[src/rtl/fifo_wr_arbiter_if.sv]
// Two-producer stream bundle plus the FIFO write side, shared by the arbiter and its environment.
// slave = arbiter view, master = producers + FIFO view.
interface fifo_wr_arbiter_if #(
    parameter int DW = 16
);
    logic          req0;
    logic [DW-1:0] din0;
    logic          ack0;
    logic          req1;
    logic [DW-1:0] din1;
    logic          ack1;
    logic          fifo_full;
    logic          fifo_wr;
    logic [DW-1:0] fifo_din;
    logic [1:0]    gnt;

    modport slave (
        input  req0, din0, req1, din1, fifo_full,
        output ack0, ack1, fifo_wr, fifo_din, gnt
    );

    modport master (
        output req0, din0, req1, din1, fifo_full,
        input  ack0, ack1, fifo_wr, fifo_din, gnt
    );
endinterface

[src/rtl/fifo_wr_arbiter.sv]
// Round-robin arbiter sharing one FIFO write port between two producers, bursts of up to MAX_BURST words.
// Latency: ACK/FIFO_WR are combinational from the registered grant; a new grant from IDLE costs one cycle.
// Backpressure: FIFO_FULL masks ACK combinationally; the grant and burst count freeze while stalled.
module fifo_wr_arbiter #(
    parameter int DW        = 16,
    parameter int MAX_BURST = 4
) (
    input  logic            clk,
    input  logic            rst_n,
    fifo_wr_arbiter_if.slave bus
);

    localparam int CW = (MAX_BURST > 1) ? $clog2(MAX_BURST) : 1;
    localparam logic [CW-1:0] LAST_BEAT = CW'(MAX_BURST - 1);

    typedef enum logic [1:0] {
        IDLE = 2'd0,
        G0   = 2'd1,
        G1   = 2'd2
    } state_t;

    state_t        state_q, state_d;
    logic [CW-1:0] cnt_q, cnt_d;
    logic          last_q, last_d;
    logic [1:0]    gnt_q;

    logic   cur_ch;
    logic   own_req;
    logic   oth_req;
    state_t oth_state;

    assign cur_ch    = (state_q == G1);
    assign own_req   = cur_ch ? bus.req1 : bus.req0;
    assign oth_req   = cur_ch ? bus.req0 : bus.req1;
    assign oth_state = cur_ch ? G0 : G1;

    // Transfer path is purely combinational off the registered grant.
    assign bus.ack0     = gnt_q[0] & bus.req0 & ~bus.fifo_full;
    assign bus.ack1     = gnt_q[1] & bus.req1 & ~bus.fifo_full;
    assign bus.fifo_wr  = bus.ack0 | bus.ack1;
    assign bus.fifo_din = gnt_q[0] ? bus.din0 :
                          gnt_q[1] ? bus.din1 : '0;
    assign bus.gnt      = gnt_q;

    always_comb begin
        state_d = state_q;
        cnt_d   = cnt_q;
        last_d  = last_q;
        case (state_q)
            IDLE: begin
                // last_q==1 means ch1 was served last, so ch0 wins a tie.
                if (bus.req0 && bus.req1) begin
                    state_d = last_q ? G0 : G1;
                end else if (bus.req0) begin
                    state_d = G0;
                end else if (bus.req1) begin
                    state_d = G1;
                end
            end
            G0, G1: begin
                if (!own_req) begin
                    cnt_d   = '0;
                    last_d  = cur_ch;
                    state_d = oth_req ? oth_state : IDLE;
                end else if (!bus.fifo_full) begin
                    if (cnt_q == LAST_BEAT) begin
                        cnt_d  = '0;
                        last_d = cur_ch;
                        if (oth_req) begin
                            state_d = oth_state;
                        end
                    end else begin
                        cnt_d = cnt_q + 1'b1;
                    end
                end
            end
            default: begin
                state_d = IDLE;
                cnt_d   = '0;
            end
        endcase
    end

    always_ff @(posedge clk or negedge rst_n) begin
        if (!rst_n) begin
            state_q <= IDLE;
            cnt_q   <= '0;
            last_q  <= 1'b1;
            gnt_q   <= 2'b00;
        end else begin
            state_q <= state_d;
            cnt_q   <= cnt_d;
            last_q  <= last_d;
            gnt_q   <= {state_d == G1, state_d == G0};
        end
    end

    a_ack_excl: assert property (@(posedge clk) disable iff (!rst_n) !(bus.ack0 && bus.ack1));
    a_no_wr_full: assert property (@(posedge clk) disable iff (!rst_n) !(bus.fifo_wr && bus.fifo_full));

endmodule

[src/flat_wrapper.sv]
// flat-port wrapper written by rule: the top's interface ports become plain ports
module fifo_wr_arbiter_flat 
#(
    parameter int DW        = 16,
    parameter int MAX_BURST = 4
)
  (clk, rst_n, bus_req0, bus_din0, bus_req1, bus_din1, bus_fifo_full, bus_ack0, bus_ack1, bus_fifo_wr, bus_fifo_din, bus_gnt);
  fifo_wr_arbiter_if #(.DW(DW)) bus_i ();
  input  logic clk;
  input  logic rst_n;
  input wire logic [$bits(bus_i.req0)-1:0] bus_req0;
  input wire logic [$bits(bus_i.din0)-1:0] bus_din0;
  input wire logic [$bits(bus_i.req1)-1:0] bus_req1;
  input wire logic [$bits(bus_i.din1)-1:0] bus_din1;
  input wire logic [$bits(bus_i.fifo_full)-1:0] bus_fifo_full;
  output wire logic [$bits(bus_i.ack0)-1:0] bus_ack0;
  output wire logic [$bits(bus_i.ack1)-1:0] bus_ack1;
  output wire logic [$bits(bus_i.fifo_wr)-1:0] bus_fifo_wr;
  output wire logic [$bits(bus_i.fifo_din)-1:0] bus_fifo_din;
  output wire logic [$bits(bus_i.gnt)-1:0] bus_gnt;
  assign bus_i.req0 = bus_req0;
  assign bus_i.din0 = bus_din0;
  assign bus_i.req1 = bus_req1;
  assign bus_i.din1 = bus_din1;
  assign bus_i.fifo_full = bus_fifo_full;
  assign bus_ack0 = bus_i.ack0;
  assign bus_ack1 = bus_i.ack1;
  assign bus_fifo_wr = bus_i.fifo_wr;
  assign bus_fifo_din = bus_i.fifo_din;
  assign bus_gnt = bus_i.gnt;
  fifo_wr_arbiter #(.DW(DW), .MAX_BURST(MAX_BURST)) u_core (.clk(clk), .rst_n(rst_n), .bus(bus_i));
endmodule
[config.mk]
export PLATFORM = sky130hd
export DESIGN_NAME = fifo_wr_arbiter_flat
export DESIGN_NICKNAME = d
export VERILOG_FILES = /design/src/rtl/fifo_wr_arbiter_if.sv /design/src/rtl/fifo_wr_arbiter.sv /design/src/flat_wrapper.sv
export SDC_FILE = /design/constraint.sdc
export NUM_CORES = 1
export LEC_CHECK = 0
export CAP_MARGIN = 40
export CELL_PAD_IN_SITES_DETAIL_PLACEMENT = 1
export CELL_PAD_IN_SITES_GLOBAL_PLACEMENT = 2
export CORE_ASPECT_RATIO = 1.25
export CORE_UTILIZATION = 16
export DETAILED_ROUTE_END_ITERATION = 10
export HOLD_SLACK_MARGIN = 0.15
export PLACE_DENSITY = 0.82
export REMOVE_ABC_BUFFERS = 1
export SLEW_MARGIN = 10
export SYNTH_ARGS = -nofsm -noshare
export SYNTH_HDL_FRONTEND = slang
export SYNTH_SLANG_ARGS = --single-unit
export TNS_END_PERCENT = 50
[constraint.sdc]
create_clock -name clk -period 4.9 [get_ports clk]
set_clock_uncertainty 0.1 [all_clocks]
set_input_delay 1.47 -clock clk [delete_from_list [all_inputs] [get_ports clk]]
set_output_delay 1.47 -clock clk [all_outputs]
set_load 0.01 [all_outputs]
# ---- Word level (Yosys, flattened, before mapping)
# Cells that the tools add are included.
dict set report word_totals {
  memories 0
  latchBits 0
  regBits 7
  rom_bits 0
  out_inout_bits 21
  ram_bits 0
  elab_cells 47
  input_bits 37
}
dict set report classes {
  n_mux 22
  n_eq_ne 8
  shift 0
  bitwise 7
  div_mod_pow 0
  multipliers 0
  n_reduce_logical 5
  magnitude_cmp 0
  addsub 1
}
# op n
set ops {}
lappend ops {{two-way mux 16 bit} 2}
lappend ops {{two-way mux 2 bit} 13}
lappend ops {{case mux 2 bit (2 select lines)} 2}
lappend ops {{== test 2 bit, second input constant} 3}
lappend ops {{two-way mux 1 bit} 5}
lappend ops {{AND 1 bit} 4}
lappend ops {{== test 2 x 1 -> 1 bit, second input constant} 2}
lappend ops {{!= test 2 bit, second input constant} 2}
lappend ops {{!= test 3 bit, second input constant} 1}
lappend ops {{AND reduction 3 bit} 1}
lappend ops {{adder 2 x 1 -> 2 bit, second input constant} 1}
lappend ops {{zero test 2 bit} 1}
lappend ops {{inverter 1 bit} 2}
lappend ops {{AND reduction 2 bit} 1}
lappend ops {{OR reduction 2 bit} 1}
lappend ops {{logical AND 1 bit} 1}
lappend ops {{OR 1 bit} 1}

# ---- Longest topological paths before layout
# Gate-level depths: netlist (run 1).
dict set report depth {
  depth_word 8
  ltp_mapped 7
  ltp_nobuf 7
}

# ---- Worst setup path before layout (run 1)
# OpenSTA, ideal clock, no wires.
dict set report synth_timing {
  path_kind {input-to-output}
  from {input bus_req1}
  to {output bus_fifo_wr}
  n_path_buf 1
  slack_ns 1.412
  arrival_time_ns 1.918
  stages 3
  t_required_ns 3.330
  path_cell_list {buf_2 > nand2_1 > a21oi_1}
}
dict set report synth_between {
  elab_chain_cells 3
}
# element line_no
set synth_lines {}
lappend synth_lines {{from (decl)} flat_wrapper.sv:13} ;# input wire logic [$bits(bus_i.req1)-1:0] bus_req1;
lappend synth_lines {{AND 1 bit (2 in a row)} fifo_wr_arbiter.sv:39} ;# assign bus.ack1 = gnt_q[1] & bus.req1 & ~bus.fifo_full;
lappend synth_lines {{OR 1 bit} fifo_wr_arbiter.sv:40} ;# assign bus.fifo_wr = bus.ack0 | bus.ack1;
lappend synth_lines {{to (decl)} flat_wrapper.sv:18} ;# output wire logic [$bits(bus_i.fifo_wr)-1:0] bus_fifo_wr;
# No other way between the ends.

# ---- Worst setup path after layout (run 1)
dict set report layout_timing {
  from {input bus_req0}
  to {output bus_fifo_wr}
}
dict set report layout_between {
  elab_chain_cells 3
}
# element line_no
set layout_lines {}
lappend layout_lines {{from (decl)} flat_wrapper.sv:11} ;# input wire logic [$bits(bus_i.req0)-1:0] bus_req0;
lappend layout_lines {{AND 1 bit (2 in a row)} fifo_wr_arbiter.sv:38} ;# assign bus.ack0 = gnt_q[0] & bus.req0 & ~bus.fifo_full;
lappend layout_lines {{OR 1 bit} fifo_wr_arbiter.sv:40}
# No other way between the ends.

==> results of run 1 <==
cell usage in the layout (no fill, tap or decap), types with 2 or more instances in the layout:
master and n:
a21oi_1 5, dfrtp_1 6, nand2b_1 2, ha_1 5, nand3_1 3, nor2_1 9
clkbuf_8 3, o21ai_0 6, inv_1 5, clkdlybuf4s50_1 57, nand2_1 11, a22o_1 16
final cells by class:
class | instances | area share [%]
Timing Repair Buffer | 58 | 42.8
Sequential cell | 7 | 13.1
Tap cell | 56 | 5.19
Multi-Input combinational cell | 68 | 34.2
Inverter | 5 | 1.39
Clock buffer | 4 | 3.34
power groups by stage:
stage | Sequential [mW] | Combinational, mW | Clock (mW)
after floorplan | 0.116 | 0.244 | 0
final | 0.123 | 0.465 | 0.0800
after CTS | 0.124 | 0.472 | 0.0827
after global routing | 0.129 | 0.508 | 0.0846
after global placement | 0.123 | 0.450 | 0
after detailed placement | 0.125 | 0.470 | 0
worst paths after layout:
check                                            start                          end  slack [ns]  cells after the start
setup / recovery                              bus_req0                  bus_fifo_wr        0.43                      4
hold / removal               u_core.last_q$_DFFE_PN1P_    u_core.last_q$_DFFE_PN1P_        0.44                      2
setup reg to reg           u_core.state_q[0]$_DFF_PN0_  u_core.bus.gnt[0]$_DFF_PN0_        2.90                      7
hold reg to reg              u_core.last_q$_DFFE_PN1P_    u_core.last_q$_DFFE_PN1P_        0.44                      2
max in group asynchronous                        rst_n    u_core.last_q$_DFFE_PN1P_        3.02                      1
min in group asynchronous                        rst_n  u_core.bus.gnt[0]$_DFF_PN0_        1.40                      1
metal layers:
metal,vias to the layer above,share of wire (%)
li1,421,-
met2,65,47
met3,8,16
met5,-,0
met1,376,34
met4,0,2.6
sequential cells by signal, indices dropped and copies added, names as in the netlist:
signal          flops
u_core.bus.gnt      2
u_core.cnt_q        2
u_core.state_q      2
u_core.last_q       1
critical path, cell delays in order:
cell             delay, ns
clkdlybuf4s50_1       0.62
nand2_1               0.11
a21oi_1               0.15
clkdlybuf4s50_1       0.55
logic make-up after synthesis:
logic type	Yosys count
AOI/OAI and AO/OA	32
adders and majority gates	5
buffers and inverters	9
DFF	7
muxes	1
and+or+nand+nor	30
==> metrics, run 1 <==
H-tree Lvls=1; Seq pwr share=18.4%; # port buffers=57; asr flop ratio synth=100%; outcome=finished clean; Core Box Area=about 4100 um^2; Clock Pin Slew Worst Setup and Hold Paths=~0.04 ns; I/O pin cnt=slightly below 60; Hold Vio Cnt, Final=0; Min Hold Slack=0.443 ns; Die W=60.0 um; Post-Route WL=2520 um; clock power share=12.0%; routability cong.=0.840; Area growth, synth to finish=101%; fin util=between 30% and 40%; final setup TNS=0 ns; DR vias/cell=4.39; Hold-fix buffers, CTS=0; CP Launch Type=input pin; final-layout fill cell count=slightly below 500; die height=about 75 um; cell-internal power=0.401 mW; synthesized area=between 600 and 700 um^2; Tightest Pin Transition=0.594 ns; XOR/XNOR share of the synthesized area=0%; NetSw=0.266 mW; post-synthesis cell type with the largest combined area=dfrtp_1; first-pass GRT wire length=between 3000 and 4000 um; largest family of logic cells by synthesized area=compound AO/OA/AOI/OAI gates; multi-input logic area=462 um^2; Hold/Removal Path Class=reg2reg; total power=0.667 mW; Arr. time, crit path=2.90 ns; Comb pwr share=69.6%; post-route cell area=1350 um^2; largest net degree at the start of global routing=21; initial antenna violation count=0; Placed Instances=approximately 190; postcts setup bufs=0; Avg Synthesized Cell Area=8.01 um^2; clock buffer count from CTS=3; 1st-iter DRT viols=31; top-count cell post-synth=a22o_1; Worst EP required=3.33 ns; Post-synth EDFFs=0; # rows=26; gr ovfl total=0; Reg area=176 um^2; Slew Viols, Final=0; clock buffer depth=2; met2 Track Usage GR=19.0%; GRT Total Usage=between 10% and 20%; Initial Util=16.6%; Final WS setup=~0.43 ns; First-pass DRT Iterations=2; DP Worst Slack=0.413 ns; CTS tree=built; Pwr Density=between 400 and 500 nW/um^2; mux cell area share after synthesis=under 10%; min cycle time layout=4.47 ns; clock root cell=clkbuf_8; Synth area leaders=dfrtp_1 (22%), a22o_1 (21%), ha_1 (9.3%), nand2_1 (6.1%), nor2_1 (5.0%); critical path capture point type=output pin; fmax=0.224 GHz; Non-Filler Instances=198; Synth top cells by count=a22o_1 (16), nand2_1 (11), nor2_1 (9); remaining antenna violation count after routing=0; CTS resizes=0; #FFs+latches synth=7; Cell variety after synth=25; Post-Synthesis Cells=between 80 and 90; CTS sink count=7; most used routing layer=met2; final worst-path cycle share=91.3%; M3 GR Usage=4.87%; ys flop type=dfrtp_1; Synth Area in Simple Gates=22.1%; diode count=0; full die area=approximately 4500 um^2; post-route DRC violation count=0; Crit Path Class=in2out; sw frac=39.9%; share of the synthesized area in the top cell type=22.3%; final setup fails=0; number of global-route vias before repair=839; RSZ-0062 raised after global routing=no; via count=870; Max FO, Critical Path=8; fraction of layout instances using a drive strength above 1=5.63%; adder-cell share of the synthesized area=under 10%; HPWL Detailed=2220 um; MaxCap Viol Count=0; final net count=185; LEAKAGE=approximately 0.55 nW; latest clock arrival within the worst-skew pair=0.23 ns; Peak VDD IR=roughly 0.13 mV; GRT met1 Usage=9.68%; Placed Area=1310 um^2; Routed WL per cell=12.7 um; sequential fraction of the synthesis area=26.2%; relative slew slack=60.4%; Compound-Gate Fraction of Synth Area=between 30 and 40%; Ys Warns=0
Note: power is estimated with default switching activity, not from simulation.
==> run 2: changes to the inputs <==
--- a/config.mk
+++ b/config.mk
@@ -5,6 +5,7 @@
 export SDC_FILE = /design/constraint.sdc
 export NUM_CORES = 1
 export LEC_CHECK = 0
+export ABC_AREA = 1
 export CAP_MARGIN = 40
 export CELL_PAD_IN_SITES_DETAIL_PLACEMENT = 1
 export CELL_PAD_IN_SITES_GLOBAL_PLACEMENT = 2
@@ -12,7 +13,8 @@
 export CORE_UTILIZATION = 16
 export DETAILED_ROUTE_END_ITERATION = 10
 export HOLD_SLACK_MARGIN = 0.15
-export PLACE_DENSITY = 0.82
+export MAX_ROUTING_LAYER = met4
+export PLACE_DENSITY = 0.83
 export REMOVE_ABC_BUFFERS = 1
 export SLEW_MARGIN = 10
 export SYNTH_ARGS = -nofsm -noshare
==> metrics, run 2 <==
fraction of layout instances using a drive strength above 1=7.73%; Tightest Pin Transition=0.628 ns; Top cell by count, worst path=clkdlybuf4s50_1; Core Box Area=4490 um^2; Routed WL per cell=11.2 um; Ys Warns=0; Pwr Density=519 nW/um^2; largest net degree at the start of global routing=20; Die W=between 60 and 70 um; Cell variety after synth=23; final net count=224; gr ovfl total=0; final setup fails=0; via count=997; I/O pin cnt=58; routability cong.=about 0.75; M3 GR Usage=2.01%; synthesized area=roughly 760 um^2; diode count=0; first-pass GRT wire length=around 4700 um; sequential fraction of the synthesis area=a little under a quarter; HPWL Detailed=2220 um; relative slew slack=58.1%; met2 Track Usage GR=21.6%; # rows=27; remaining antenna violation count after routing=0; Non-Filler Instances=239; most used routing layer=met2; die height=79.0 um; Placed Area=1370 um^2; Initial Util=16.9%; Hold Vio Cnt, Final=0; First-pass DRT Iterations=2; Crit Path Class=in2out; CTS sink count=7; full die area=5020 um^2; # port buffers=between 50 and 60; Synth area leaders=nand2_1 (25%), dfrtp_1 (20%), nand3_1 (13%), ha_1 (8.3%), inv_1 (5.9%); Post-Synthesis Cells=126; final worst-path cycle share=91.4%; 1st-iter DRT viols=27; min cycle time layout=4.48 ns; Post-Route WL=2680 um; latest clock arrival within the worst-skew pair=0.22 ns; fmax=about 0.22 GHz; clock buffer count from CTS=3; Synth top cells by count=nand2_1 (50), nand3_1 (20), inv_1 (12); post-route cell area=1420 um^2; RSZ-0062 raised after global routing=no; commonest non-fill, non-tap cell in the layout=clkdlybuf4s50_1; final-layout fill cell count=between 500 and 600; final setup TNS=0 ns; Max FO, Critical Path=6; largest stage delay on the critical path=0.58 ns; Avg Synthesized Cell Area=6.02 um^2; clock buffer depth=2; clock root cell=clkbuf_8; Post-synth EDFFs=0; GRT Total Usage=11.7%; buffer and inverter count on the worst path=2; outcome=finished clean; H-tree Lvls=1; LEAKAGE=0.656 nW; Worst EP required=3.33 ns; Slew Viols, Final=0; CTS resizes=0; CP Launch Type=input pin; Crit path max-delay family=buffers and inverters; Clock Pin Slew Worst Setup and Hold Paths=0.04 ns; CTS tree=built; top-count cell post-synth=nand2_1; postcts setup bufs=0; Arr. time, crit path=2.91 ns; MaxCap Viol Count=0; Hold/Removal Path Class=reg2reg; initial antenna violation count=0; post-route DRC violation count=0; share of the synthesized area in the top cell type=24.8%; GRT met1 Usage=12.9%; Hold-fix buffers, CTS=0; asr flop ratio synth=100%; #FFs+latches synth=7; DR vias/cell=around 4.2; Critical Path Slowest Stage Cell=clkdlybuf4s50_1; Placed Instances=approximately 240; ys flop type=dfrtp_1; Peak VDD IR=0.141 mV; total power=0.737 mW; critical path, cell by cell=clkdlybuf4s50_1, nand2_1, a21oi_1, clkdlybuf4s50_1; critical path capture point type=output pin; number of global-route vias before repair=about 1000; most frequent cells in the layout=clkdlybuf4s50_1 (57), nand2_1 (50), nand3_1 (20); Area growth, synth to finish=87.1%; post-synthesis cell type with the largest combined area=nand2_1
run 2: cell types whose count changed in the layout (fill, tap and decap cells not counted), moves of 3 or more:
| cell | before | now |
|---|---|---|
| nand2_1 | 11 | 50 |
| nand3_1 | 3 | 20 |
| a22o_1 | 16 | 0 |
| inv_1 | 5 | 12 |
| o21ai_0 | 6 | 1 |
| nor2_1 | 9 | 5 |
| inv_2 | 0 | 3 |
run 2: power breakdown:
group	internal (mW)	total (mW)	switching [mW]
Combinational	0.254	0.507	0.253
Sequential	0.0894	0.150	0.0611
Clock	0.0561	0.0794	0.0232
run 2: worst paths after layout:
path / from / to / slack (ns) / depth (start not counted)
setup / recovery: bus_req1 / bus_fifo_wr / 0.42 / 4
hold / removal: u_core.last_q$_DFFE_PN1P_ / u_core.last_q$_DFFE_PN1P_ / 0.43 / 2
max in group asynchronous: rst_n / u_core.last_q$_DFFE_PN1P_ / 2.99 / 1
hold reg to reg: u_core.last_q$_DFFE_PN1P_ / u_core.last_q$_DFFE_PN1P_ / 0.43 / 2
min in group asynchronous: rst_n / u_core.state_q[1]$_DFF_PN0_ / 1.41 / 1
setup reg to reg: u_core.state_q[0]$_DFF_PN0_ / u_core.state_q[1]$_DFF_PN0_ / 3.13 / 11
run 2: worst reg2reg max path, cell delays in order (launching register included):
cell and delay, ns:
dfrtp_1 0.41, inv_1 0.12, ha_1 0.28, inv_2 0.09, o21ai_1 0.20, nand2_1 0.07
nand2_1 0.06, inv_1 0.04, nand2_1 0.05, nand2_1 0.07, nand2_1 0.11, inv_1 0.05
run 2: final cells by class:
| cell class | instances | area (um^2) | share of cell area [%] |
|---|---|---|---|
| clock buffer | 4 | 45.0 | 3.17 |
| sequential | 7 | 176 | 12.4 |
| tap | 58 | 72.6 | 5.11 |
| inverter | 15 | 56.3 | 3.97 |
| multi-input combinational | 98 | 498 | 35.1 |
| timing repair buffer | 57 | 571 | 40.2 |
run 2: layer usage:
| metal | vias up | part of all wire [%] |
|---|---|---|
| li1 | 509 | - |
| met1 | 451 | 41 |
| met2 | 37 | 52 |
| met3 | 0 | 7.2 |
| met4 | 0 | 0 |
| met5 | - | 0 |
run 2: cell families after synthesis:
| family | count (synthesis) | synth area share (%) |
|---|---|---|
| buf+inv | 21 | 11.1 |
| compound gates | 10 | 8.91 |
| fa+ha+maj | 5 | 8.25 |
| flops | 7 | 23.3 |
| simple gates | 83 | 48.5 |
run 2: through the flow:
stage,hold WS [ns],setup WS (ns),util (%)
2_1_floorplan,0.398,1.55,-
3_3_place_gp,0.419,0.396,30.6
3_5_place_dp,0.435,0.401,30.6
4_1_cts,0.439,0.397,31.6
5_1_grt,0.474,0.298,31.6
6_report,0.434,0.422,31.6
